<file path="config.mk">
export PLATFORM = sky130hd
export DESIGN_NAME = dly_cal_16
export DESIGN_NICKNAME = d
export VERILOG_FILES = /design/src/rtl/dly_cal_16_pkg.sv /design/src/rtl/dly_cal_16_dly01_16.sv /design/src/rtl/dly_cal_16.sv
export SDC_FILE = /design/constraint.sdc
export NUM_CORES = 1
export LEC_CHECK = 0
export ABC_AREA = 1
export CORE_MARGIN = 2
export CORE_UTILIZATION = 55
export CTS_BUF_LIST = sky130_fd_sc_hd__clkbuf_8 sky130_fd_sc_hd__clkbuf_16
export DETAILED_ROUTE_END_ITERATION = 10
export MAX_ROUTING_LAYER = met4
export PLACE_DENSITY = 0.77
export SYNTH_ARGS = -nofsm -noshare
export SYNTH_HDL_FRONTEND = slang
export SYNTH_SLANG_ARGS = --single-unit
export TNS_END_PERCENT = 1
</file>
<file path="constraint.sdc">
create_clock -name clk -period 3.7 [get_ports clk]
set_clock_uncertainty 0.15 [all_clocks]
set_input_delay 0.37 -clock clk [delete_from_list [all_inputs] [get_ports clk]]
set_output_delay 0.37 -clock clk [all_outputs]
set_load 0.01 [all_outputs]
</file>
<file path="src/rtl/dly_cal_16_pkg.sv">
// Shared definitions for the dly_cal_16 read-latency calibrator:
// FSM state encoding, window length and delay-setting width.
package dly_cal_16_pkg;

  // Window length equals the tap depth of the calibrated delay line.
  localparam int DLY_CAL_WIN = 16;
  // Width of a delay setting (0..15).
  localparam int DLY_W = 4;

  typedef enum logic [2:0] {
    S_IDLE,
    S_SET,
    S_PROBE,
    S_WIN,
    S_GAP,
    S_EVAL,
    S_FIN
  } state_t;

  // Two-bit counter that sticks at 3 once reached.
  function automatic logic [1:0] sat_inc(input logic [1:0] v);
    return (v == 2'd3) ? 2'd3 : v + 2'd1;
  endfunction

endpackage

</file>
<file path="src/rtl/dly_cal_16_dly01_16.sv">
// dly01_16: 1..16 cycle synchronous delay line. Setting sel delays din by
// sel+1 cycles. The tap register is cleared by reset.
module dly01_16
  import dly_cal_16_pkg::*;
(
  input  logic             clk,
  input  logic             rst,
  input  logic             din,
  input  logic [DLY_W-1:0] sel,
  output logic             dout
);

  logic [DLY_CAL_WIN-1:0] taps_reg;

  // Shift the input through the taps; tap 0 holds din from one cycle ago.
  always_ff @(posedge clk or posedge rst) begin
    if (rst) taps_reg <= '0;
    else     taps_reg <= {taps_reg[DLY_CAL_WIN-2:0], din};
  end

  assign dout = taps_reg[sel];

endmodule

</file>
<file path="src/rtl/dly_cal_16.sv">
// dly_cal_16: sweeps delay settings 0..15, probes an external round-trip
// path and a local dly01_16, and picks the single setting whose delayed
// probe matches the returned echo on every cycle of every window.
// Optional feature macro: DLY_CAL_MASK_EN (per-setting pass mask register).
module dly_cal_16
  import dly_cal_16_pkg::*;
#(
  parameter int REPEAT = 4,
  parameter int GUARD  = 24
) (
  input  logic             clk,
  input  logic             rst,
  input  logic             start,
  input  logic             echo,
  output logic             probe,
  output logic [DLY_W-1:0] dly,
  output logic             busy,
  output logic             done,
  output logic             fail,
  output logic [15:0]      match_mask
);

  // Idle cycles after each window so probes are spaced exactly GUARD apart.
  localparam int GAP_LEN = GUARD - (DLY_CAL_WIN + 1);

  state_t           state_reg, state_next;
  logic [15:0]      cyc_reg;
  logic [3:0]       rep_reg;
  logic             mism_reg;
  logic [1:0]       pass_reg;
  logic [DLY_W-1:0] res_reg;
  logic [DLY_W-1:0] dly_reg;
  logic             fail_reg;
  logic             line_out;
  logic [1:0]       pass_upd;
  logic [DLY_W-1:0] res_upd;
  logic             rep_more;

  dly01_16 u_line (
    .clk  (clk),
    .rst  (rst),
    .din  (probe),
    .sel  (dly_reg),
    .dout (line_out)
  );

  // Pass count and recorded setting including the setting being evaluated.
  assign pass_upd = mism_reg ? pass_reg : sat_inc(pass_reg);
  assign res_upd  = mism_reg ? res_reg  : dly_reg;
  assign rep_more = (rep_reg < 4'(REPEAT));

  // State register.
  always_ff @(posedge clk or posedge rst) begin
    if (rst) state_reg <= S_IDLE;
    else     state_reg <= state_next;
  end

  // Next-state logic.
  always_comb begin
    state_next = state_reg;
    case (state_reg)
      S_IDLE:  if (start) state_next = S_SET;
      S_SET:   state_next = S_PROBE;
      S_PROBE: state_next = S_WIN;
      S_WIN: begin
        if (cyc_reg == 16'(DLY_CAL_WIN - 1)) begin
          if (GAP_LEN != 0) state_next = S_GAP;
          else              state_next = rep_more ? S_PROBE : S_EVAL;
        end
      end
      S_GAP: begin
        if (cyc_reg == 16'(GAP_LEN - 1))
          state_next = rep_more ? S_PROBE : S_EVAL;
      end
      S_EVAL:  state_next = (dly_reg == 4'hF) ? S_FIN : S_SET;
      S_FIN:   state_next = S_IDLE;
      default: state_next = S_IDLE;
    endcase
  end

  // Decoded outputs.
  always_comb begin
    probe = (state_reg == S_PROBE);
    done  = (state_reg == S_FIN);
    busy  = (state_reg != S_IDLE) && (state_reg != S_FIN);
  end

  // Sweep datapath: counters, mismatch tracking, pass bookkeeping, result.
  always_ff @(posedge clk or posedge rst) begin
    if (rst) begin
      cyc_reg  <= '0;
      rep_reg  <= '0;
      mism_reg <= 1'b0;
      pass_reg <= '0;
      res_reg  <= '0;
      dly_reg  <= '0;
      fail_reg <= 1'b0;
    end else begin
      case (state_reg)
        S_IDLE: begin
          if (start) begin
            fail_reg <= 1'b0;
            pass_reg <= '0;
            dly_reg  <= '0;
          end
        end
        S_SET: begin
          rep_reg  <= '0;
          mism_reg <= 1'b0;
        end
        S_PROBE: begin
          rep_reg <= rep_reg + 4'd1;
          cyc_reg <= '0;
        end
        S_WIN: begin
          if (echo != line_out) mism_reg <= 1'b1;
          cyc_reg <= (cyc_reg == 16'(DLY_CAL_WIN - 1)) ? 16'd0 : cyc_reg + 16'd1;
        end
        S_GAP: cyc_reg <= cyc_reg + 16'd1;
        S_EVAL: begin
          pass_reg <= pass_upd;
          res_reg  <= res_upd;
          if (dly_reg == 4'hF) begin
            // Result is settled here so it is valid alongside done.
            dly_reg  <= (pass_upd == 2'd1) ? res_upd : 4'd0;
            fail_reg <= (pass_upd != 2'd1);
          end else begin
            dly_reg <= dly_reg + 4'd1;
          end
        end
        default: ;
      endcase
    end
  end

  assign dly  = dly_reg;
  assign fail = fail_reg;

`ifdef DLY_CAL_MASK_EN
  logic [15:0] mask_reg;

  // Record every setting that matched on all probes.
  always_ff @(posedge clk or posedge rst) begin
    if (rst)
      mask_reg <= '0;
    else if (state_reg == S_IDLE && start)
      mask_reg <= '0;
    else if (state_reg == S_EVAL && !mism_reg)
      mask_reg[dly_reg] <= 1'b1;
  end

  assign match_mask = mask_reg;
`else
  assign match_mask = '0;
`endif

endmodule
</file>
### Word-level counts from Yosys, hierarchy flattened

Index checks and enable logic that the tools add are counted.

| cells by class | value |
|---|---|
| mux-type cells | 25 |
| reductions and logical operators | 11 |
| magnitude comparators | 2 |
| $add $sub $neg | 4 |
| eq/ne operators | 19 |

Operators by type and width:

| cell | count |
|---|---|
| case mux 16 bit (3 select lines) | 1 |
| case mux 3 bit (6 select lines) | 1 |
| adder 16 x 1 -> 16 bit (second input constant) | 1 |
| == test 16 x 3 -> 1 bit (second input constant) | 1 |
| == test 16 x 4 -> 1 bit (second input constant) | 1 |
| 2-to-1 mux 16 bit | 1 |
| 2-to-1 mux 4 bit | 4 |
| case mux 4 bit (2 select lines) | 2 |
| 2-to-1 mux 3 bit | 5 |
| != test 2 bit (second input constant) | 5 |
| == test 3 bit (second input constant) | 3 |
| adder 4 x 1 -> 4 bit (second input constant) | 2 |
| == test 3 x 2 -> 1 bit (second input constant) | 2 |
| 2-to-1 mux 2 bit | 3 |
| AND reduction 3 bit | 2 |
| nonzero test 2 bit | 3 |
| nonzero test 3 bit | 2 |
| < comparator 4 x 5 -> 1 bit (second input constant) | 1 |
| binary-select mux 1 bit (select 4 bit) | 1 |
| == test 4 bit (second input constant) | 1 |
| < comparator 4 x 3 -> 1 bit (second input constant) | 1 |
| 2-to-1 mux 1 bit | 4 |
| case mux 1 bit (2 select lines) | 2 |
| case mux 2 bit (2 select lines) | 1 |
| other kinds (10) | 11 |

| storage, ports and cells | value |
|---|---|
| input port bits | 4 |
| output and inout port bits | 24 |
| bits in registers | 51 |
| word-level logic and storage cells | 70 |

### Longest topological paths before layout

Gate-level depths: netlist of the first run.

| logic depth | value |
|---|---|
| word-level depth | 7 |
| depth in mapped cells | 10 |
| gate-level depth less buffers | 10 |

### Modules after synthesis

A second synthesis of the first run with hierarchy kept.

| unflattened totals | value |
|---|---|
| cells, all modules | 378 |
| area, all modules | 2902.8 um^2 |

By module, submodules not included:

| module | seq. area each (um^2) | area each (um^2) | times used | cells each |
|---|---|---|---|---|
| dly_cal_16 | 875.8 | 2258.4 | 1 | 311 |
| dly01_16 | 400.4 | 644.4 | 1 | 67 |

### Worst setup path after synthesis of the first run

No wires, ideal clock.

| timing | value |
|---|---|
| path kind | register to register |
| start | register dly_reg[1], in the netlist dly[1] |
| end | register state_reg[2] |
| path buffers | 0 |
| cell stages (with the launch flop) | 7 |
| setup slack | 2.208 ns |
| arrival time | 1.218 ns |
| data required time | 3.425 ns |
| period minus slack after synthesis | 1.492 ns |
| library setup time | 0.125 ns |
| cells stage by stage | dfrtp_1 -> ha_1 -> nand3_1 -> inv_1 -> nand2_1 -> nor3b_1 -> o21ai_1 |

| on the way | value |
|---|---|
| word-level cells in the longest chain between the ends | 3 |

RTL lines:

| element | line | text |
|---|---|---|
| from (decl) | dly_cal_16.sv:32 | `logic [DLY_W-1:0] dly_reg;` |
| from (signal assigned) | dly_cal_16.sv:125 | `dly_reg <= (pass_upd == 2'd1) ? res_upd : 4'd0;` |
| from (signal assigned) | dly_cal_16.sv:128 | `dly_reg <= dly_reg + 4'd1;` |
| == test 4 bit | dly_cal_16.sv:75 | `S_EVAL: state_next = (dly_reg == 4'hF) ? S_FIN : S_SET;` |
| 2-to-1 mux 3 bit | dly_cal_16.sv:75 |  |
| case mux 3 bit (6 select lines) | dly_cal_16.sv:61 | `case (state_reg)` |
| to (signal assigned) | dly_cal_16.sv:55 | `else state_reg <= state_next;` |
| to (decl) | dly_cal_16.sv:26 | `state_t state_reg, state_next;` |

No other way between the ends.
A chain may end at the register's enable or synchronous reset.

### Worst setup path in the final report of the first run

| timing | value |
|---|---|
| start | register state_reg[2] |
| end | output probe |

| on the way | value |
|---|---|
| word-level cells in the longest chain between the ends | 1 |

RTL lines:

| element | line | text |
|---|---|---|
| == test 3 x 2 -> 1 bit | dly_cal_16.sv:83 | `probe = (state_reg == S_PROBE);` |
| to (decl) | dly_cal_16.sv:15 | `output logic probe,` |

No other way between the ends.

==> impl_metrics.toml, run 1 <==
[die]
die_y_um = 74.0
die_area_um2 = 5480
die_w_um = 74.0
coreArea_um2 = 4720
rows = 25
start_util_pct = 57.1
ios = 28

[cells_and_area]
final_common_cell = "nand2_1"
nFillCells = 428
drive_gt1_share_pct = 8.09
diodes = 0
fin_util_pct = 61.5
layout.cells.most_common_list = "nand2_1, dfrtp_1, inv_1, nor2_1, nand3_1"
nNetsFinal = 354
fin_cells = 413
syn_to_final_growth_pct = 7.75

[power_and_ir_drop]
ir_worst_vdd_mv = 0.370
power_frac_comb_pct = 33.0
power.density_nw_per_um2 = 626
p_int_w = 0.00112
p_sw_w = 0.000696
p_leak_nw = 1.45
swShare_pct = 38.3
power_frac_clock_pct = 20.7
sequentialPowerShare_pct = 46.3

[cts]
cts_tree = "built"
clkTransAtPathRegs_ns = 0.09
clock_sinks = 51
ctsRootBufferMaster = "clkbuf_8"
hold_buffers = 0
htree_num_levels = 2
post-cts-setup-buffers = 0
cts_resized = 0
clockBufferDepth = 2
cts_buffers = 5
clk_latency_ns = 0.30

[synthesis]
syn_avg_cell_area_um2 = 8.10
synth-seq-cells = 51
seq_area_frac_synth_pct = 47.3
yosys_warnings = 0
synth_largest_area_cell = "dfrtp_1"
synth_cells = 333
synth_area_um2 = 2700
synth_area_leaders = "dfrtp_1, nand2_1, inv_1"
synthDistinctLibCells = 31
synth_top_area_share_pct = 47.3

[drt]
detail-route-antenna-nets = 0
drc = 0
via_per_inst = 4.88
routedWlPerCell_um = 11.1
drt_iter0_markers = 85
vias = 2015
dr.pass1.iters = 5
drt-total-wl_um = 4590

[place]
portBuffers = 11
placedCellCount = 406
globalplace.congestion = 0.857
place_hpwl_um = 3410

[sta]
report.final.slew_viol_count = 0
tightest_slew_ns = 1.02
setup_tns_ns = 0
hold_viol_final = 0
fin_crit_sh_pct = 61.2
setup_viol = 0
fmax_ghz = 0.441
rsz0062_at_grt = "false"
period_needed_ns = 2.27
relSlewSlack_pct = 31.8

[worst_setup_path]
path_cells = "nor2_2, nand2_1, inv_1, clkdlybuf4s50_1"
crit_slowest_cell = "clkdlybuf4s50_1"
cpPeakStageDelay_ns = 0.55
critPathKind = "reg -> out"
required_ns = 3.18
arrival_ns = 1.75
crit_buf_inv = 2
crit_family = "buffers and inverters"
end_kind = "output port"
crit_path_start_kind = "flop"
crit_path_max_fanout = 6

[global_route]
grt_pass1_wl_um = 8210
grt-busiest-layer = "met2"
grt_util_met3_pct = 4.20
grt_pass1_vias = 1954
grtUsageMet2_pct = 32.7
grt_overflow = 0
use_met1_pct = 24.4
grt_usage_pct = 19.9
grt_start_max_net_pins = 52
antenna_found_initial = 0

[outcome]
outcome = "finished, final reports clean"

[hold_path]
hold_class = "reg -> reg"

[flow_run]
maxCapViolCount = 0
power groups by stage:
stage	sequential [W]	combinational, W	clock [W]
finish	0.000841	0.000600	0.000377
global route	0.000864	0.000702	0.000407
CTS	0.000843	0.000606	0.000389
detailed placement	0.000852	0.000602	0
global placement	0.000848	0.000593	0
floorplan	0.000815	0.000491	0
worst register-to-register path, cell delays in order (launching register included):
cell	delay, ns
dfrtp_1	0.59
clkinv_1	0.35
nor2_1	0.21
xor2_1	0.18
nand2_1	0.07
nand3_1	0.07
o21ai_0	0.08
logic make-up (layout without fill, tap and decap cells):
kind of cell / count (synthesis) / after routing / synth area share [%]
XOR/XNOR: 12 / 12 / 3.90
AO/OA/AOI/OAI: 38 / 38 / 7.52
adder cells (fa/ha/maj): 4 / 4 / 1.86
buffers and inverters: 65 / 63 / 11.7
AND/OR/NAND/NOR: 162 / 162 / 27.5
flip-flops: 51 / 51 / 47.3
other: 1 / 16 / 0.139
synthesized netlist by cell type, drive strengths merged:
cell / count
clkbuf: 1
nand2: 82
conb: 1
clkinv: 1
nor2: 39
dfrtp: 51
o21ai: 24
a21oi: 8
o211ai: 1
nor3b: 1
nand3b: 1
o22ai: 4
inv: 44
buf: 19
a31oi: 1
nor3: 2
nand4: 8
ha: 4
nand3: 29
xor2: 12
per-stage QoR:
step                      total power [W]  instance area (µm²)  hold slack (ns)  setup WS (ns)
after detailed placement          0.00145                 2800            0.209           1.79
after global placement            0.00144                 2800            0.212           1.80
after floorplan                   0.00131                 2750            0.204           1.95
after global routing              0.00197                 2910            0.243           1.29
final                             0.00182                 2910            0.228           1.43
after CTS                         0.00184                 2910            0.229           1.43
routing by layer:
layer  wire [µm]  part of all wire, %
met5           0                    0
met2        2210                   48
met4          61                  1.3
met3         123                  2.7
met1        2200                   48
final timing paths:
check                              startpoint                   to  slack [ns]  cells past startpoint
max in group asynchronous                 rst  u_line.taps_reg[11]        2.29                      2
hold / removal             u_line.taps_reg[8]   u_line.taps_reg[9]        0.23                      0
setup reg to reg                       dly[0]               dly[3]        1.90                      6
setup / recovery                 state_reg[2]                probe        1.43                      4
min in group asynchronous                 rst           cyc_reg[8]        0.48                      2
hold reg to reg            u_line.taps_reg[8]   u_line.taps_reg[9]        0.23                      0
final cells by class:
| cell class | count | area (µm²) | share of cell area (%) |
|---|---|---|---|
| clock buffers | 5 | 68.8 | 2.37 |
| multi-input cells | 232 | 1160 | 39.9 |
| well taps | 67 | 83.8 | 2.89 |
| inverters | 45 | 169 | 5.81 |
| repair buffers | 11 | 110 | 3.79 |
| flip-flops and latches | 51 | 1280 | 43.9 |
| clock inverters | 2 | 37.5 | 1.29 |
Power figures use the tool's default switching activity.
==> run 2, diff against run 1 <==
Clock period 3.7 ns to 2.2 ns, I/O delays scaled along.
==> impl_metrics.toml, run 2 (synthesis results as in run 1) <==
[sta]
period_needed_ns = 2.09
rsz0062_at_grt = "false"
hold_viol_final = 0
fin_crit_sh_pct = 94.8
setup_viol = 0
report.final.slew_viol_count = 0
fmax_ghz = 0.480
setup_tns_ns = 0

[die]
die_area_um2 = 5480
ios = 28
die_w_um = 74.0
rows = 25
coreArea_um2 = 4720
die_y_um = 74.0
start_util_pct = 57.1

[worst_setup_path]
crit_slowest_cell = "clkdlybuf4s50_1"
cpPeakStageDelay_ns = 0.55
end_kind = "output port"
critPathKind = "reg -> out"
required_ns = 1.83
crit_path_max_fanout = 6
critPathCapture = "probe"
crit_family = "buffers and inverters"
startpoint = "state_reg[2]"
arrival_ns = 1.72
cp_num_cells = 4
crit_path_start_kind = "flop"
crit_buf_inv = 2
worstRegToRegCells = 6
r2r_slack_ns = 0.40
path_cells = "nor2_4, nand2_2, inv_1, clkdlybuf4s50_1"
reg2reg_to = "dly[0]"
worstReg2RegStart = "dly[0]"

[drt]
via_per_inst = 5.01
routedWlPerCell_um = 12.1
drc = 0
drt_iter0_markers = 167
vias = 2084
detail-route-antenna-nets = 0
dr.pass1.iters = 4
drt-total-wl_um = 5030

[cts]
ctsRootBufferMaster = "clkbuf_8"
post-cts-setup-buffers = 0
htree_num_levels = 2
hold_buffers = 0
clk_latency_ns = 0.31
cts_tree = "built"
clkTransAtPathRegs_ns = 0.10
clock_sinks = 51
clockBufferDepth = 2
cts_buffers = 5

[global_route]
grt_pass1_vias = 2001
grt_overflow = 0
grt_util_met3_pct = 5.01
grt_usage_pct = 21.8
grt_pass1_wl_um = 8770
use_met1_pct = 26.0
grtUsageMet2_pct = 35.3
grt-busiest-layer = "met2"
antenna_found_initial = 0
grt_start_max_net_pins = 52

[hold_path]
hold_class = "in -> async"

[place]
placedCellCount = 408
dpl-instance-area_um2 = 2830
globalplace.congestion = 0.864
portBuffers = 11
place_hpwl_um = 3690

[cells_and_area]
final_common_cell = "nand2_1"
syn_to_final_growth_pct = 9.28
diodes = 0
nNetsFinal = 356
nFillCells = 415
layout.cells.most_common_list = "nand2_1, dfrtp_1, inv_1, nor2_1, nand3_1"
stdcell_area_um2 = 2950
fin_cells = 416
drive_gt1_share_pct = 9.17

[power_and_ir_drop]
power.density_nw_per_um2 = 1070
ir_worst_vdd_mv = 0.615
p_leak_nw = 1.48

[flow_run]
maxCapViolCount = 0

[outcome]
outcome = "finished, final reports clean"
## run 2: cell types whose count changed in the layout (fill, tap and decap cells not counted), sizes merged
cell	before	now
buf	0	2
clkinv	1	3
clkinvlp	1	0
## run 2: worst register-to-register path, cell delays in order (launching register included)
cell and delay [ns]:
dfrtp_1 0.58, clkinv_1 0.33, nor2_1 0.16, a21oi_1 0.08, o21ai_0 0.16, o21ai_0 0.10, o22ai_1 0.15
## run 2: what timing repair did
item | CTS | global route
endpoints found under the setup margin | 0 | 1
gates resized for setup | 0 | 2
endpoints found under the hold margin | 0 | 0
## run 2: metal layers
layer  vias up  part of all wire (%)
met5         -                     0
met4         0                   2.2
met3        11                   3.3
met2        31                    50
met1       985                    44
li1       1057                     -
## run 2: cell type report
cell class                 instances  area (µm²)  area share [%]
clock buffer                       5        68.8            2.34
multi-input combinational        232        1170            39.6
sequential                        51        1280            43.3
tap                               67        83.8            2.85
timing repair buffer              13         138            4.67
clock inverter                     3        43.8            1.49
inverter                          45         169            5.73
## run 2: power breakdown
part           internal [W]  switching, W  total (W)
sequential          0.00120      0.000223    0.00142
clock              0.000339      0.000325   0.000664
combinational      0.000370      0.000686    0.00106
## run 2: worst min path at each step
| stage | start | depth (start not counted) | endpoint | slack, ns |
|---|---|---|---|---|
| after floorplan | u_line.taps_reg[9] | 0 | u_line.taps_reg[10] | 0.20 |
| after global placement | u_line.taps_reg[8] | 0 | u_line.taps_reg[9] | 0.21 |
| after detailed placement | u_line.taps_reg[9] | 0 | u_line.taps_reg[10] | 0.21 |
| after CTS | rst | 3 | cyc_reg[12] | 0.12 |
| after global routing | rst | 3 | u_line.taps_reg[8] | 0.16 |
| final | rst | 3 | cyc_reg[6] | 0.11 |
## run 2: stage by stage
stage / setup WS (ns) / hold WS (ns) / power [W] / utilization, %
final: 0.115 / 0.110 / 0.00314 / 62.4
after global routing: 0.0129 / 0.156 / 0.00339 / 62.4
after CTS: 0.0232 / 0.118 / 0.00316 / 62.2
after detailed placement: 0.382 / 0.210 / 0.00249 / 59.8
after global placement: 0.402 / 0.210 / 0.00245 / 59.8
after floorplan: 0.600 / 0.204 / 0.00220 / -
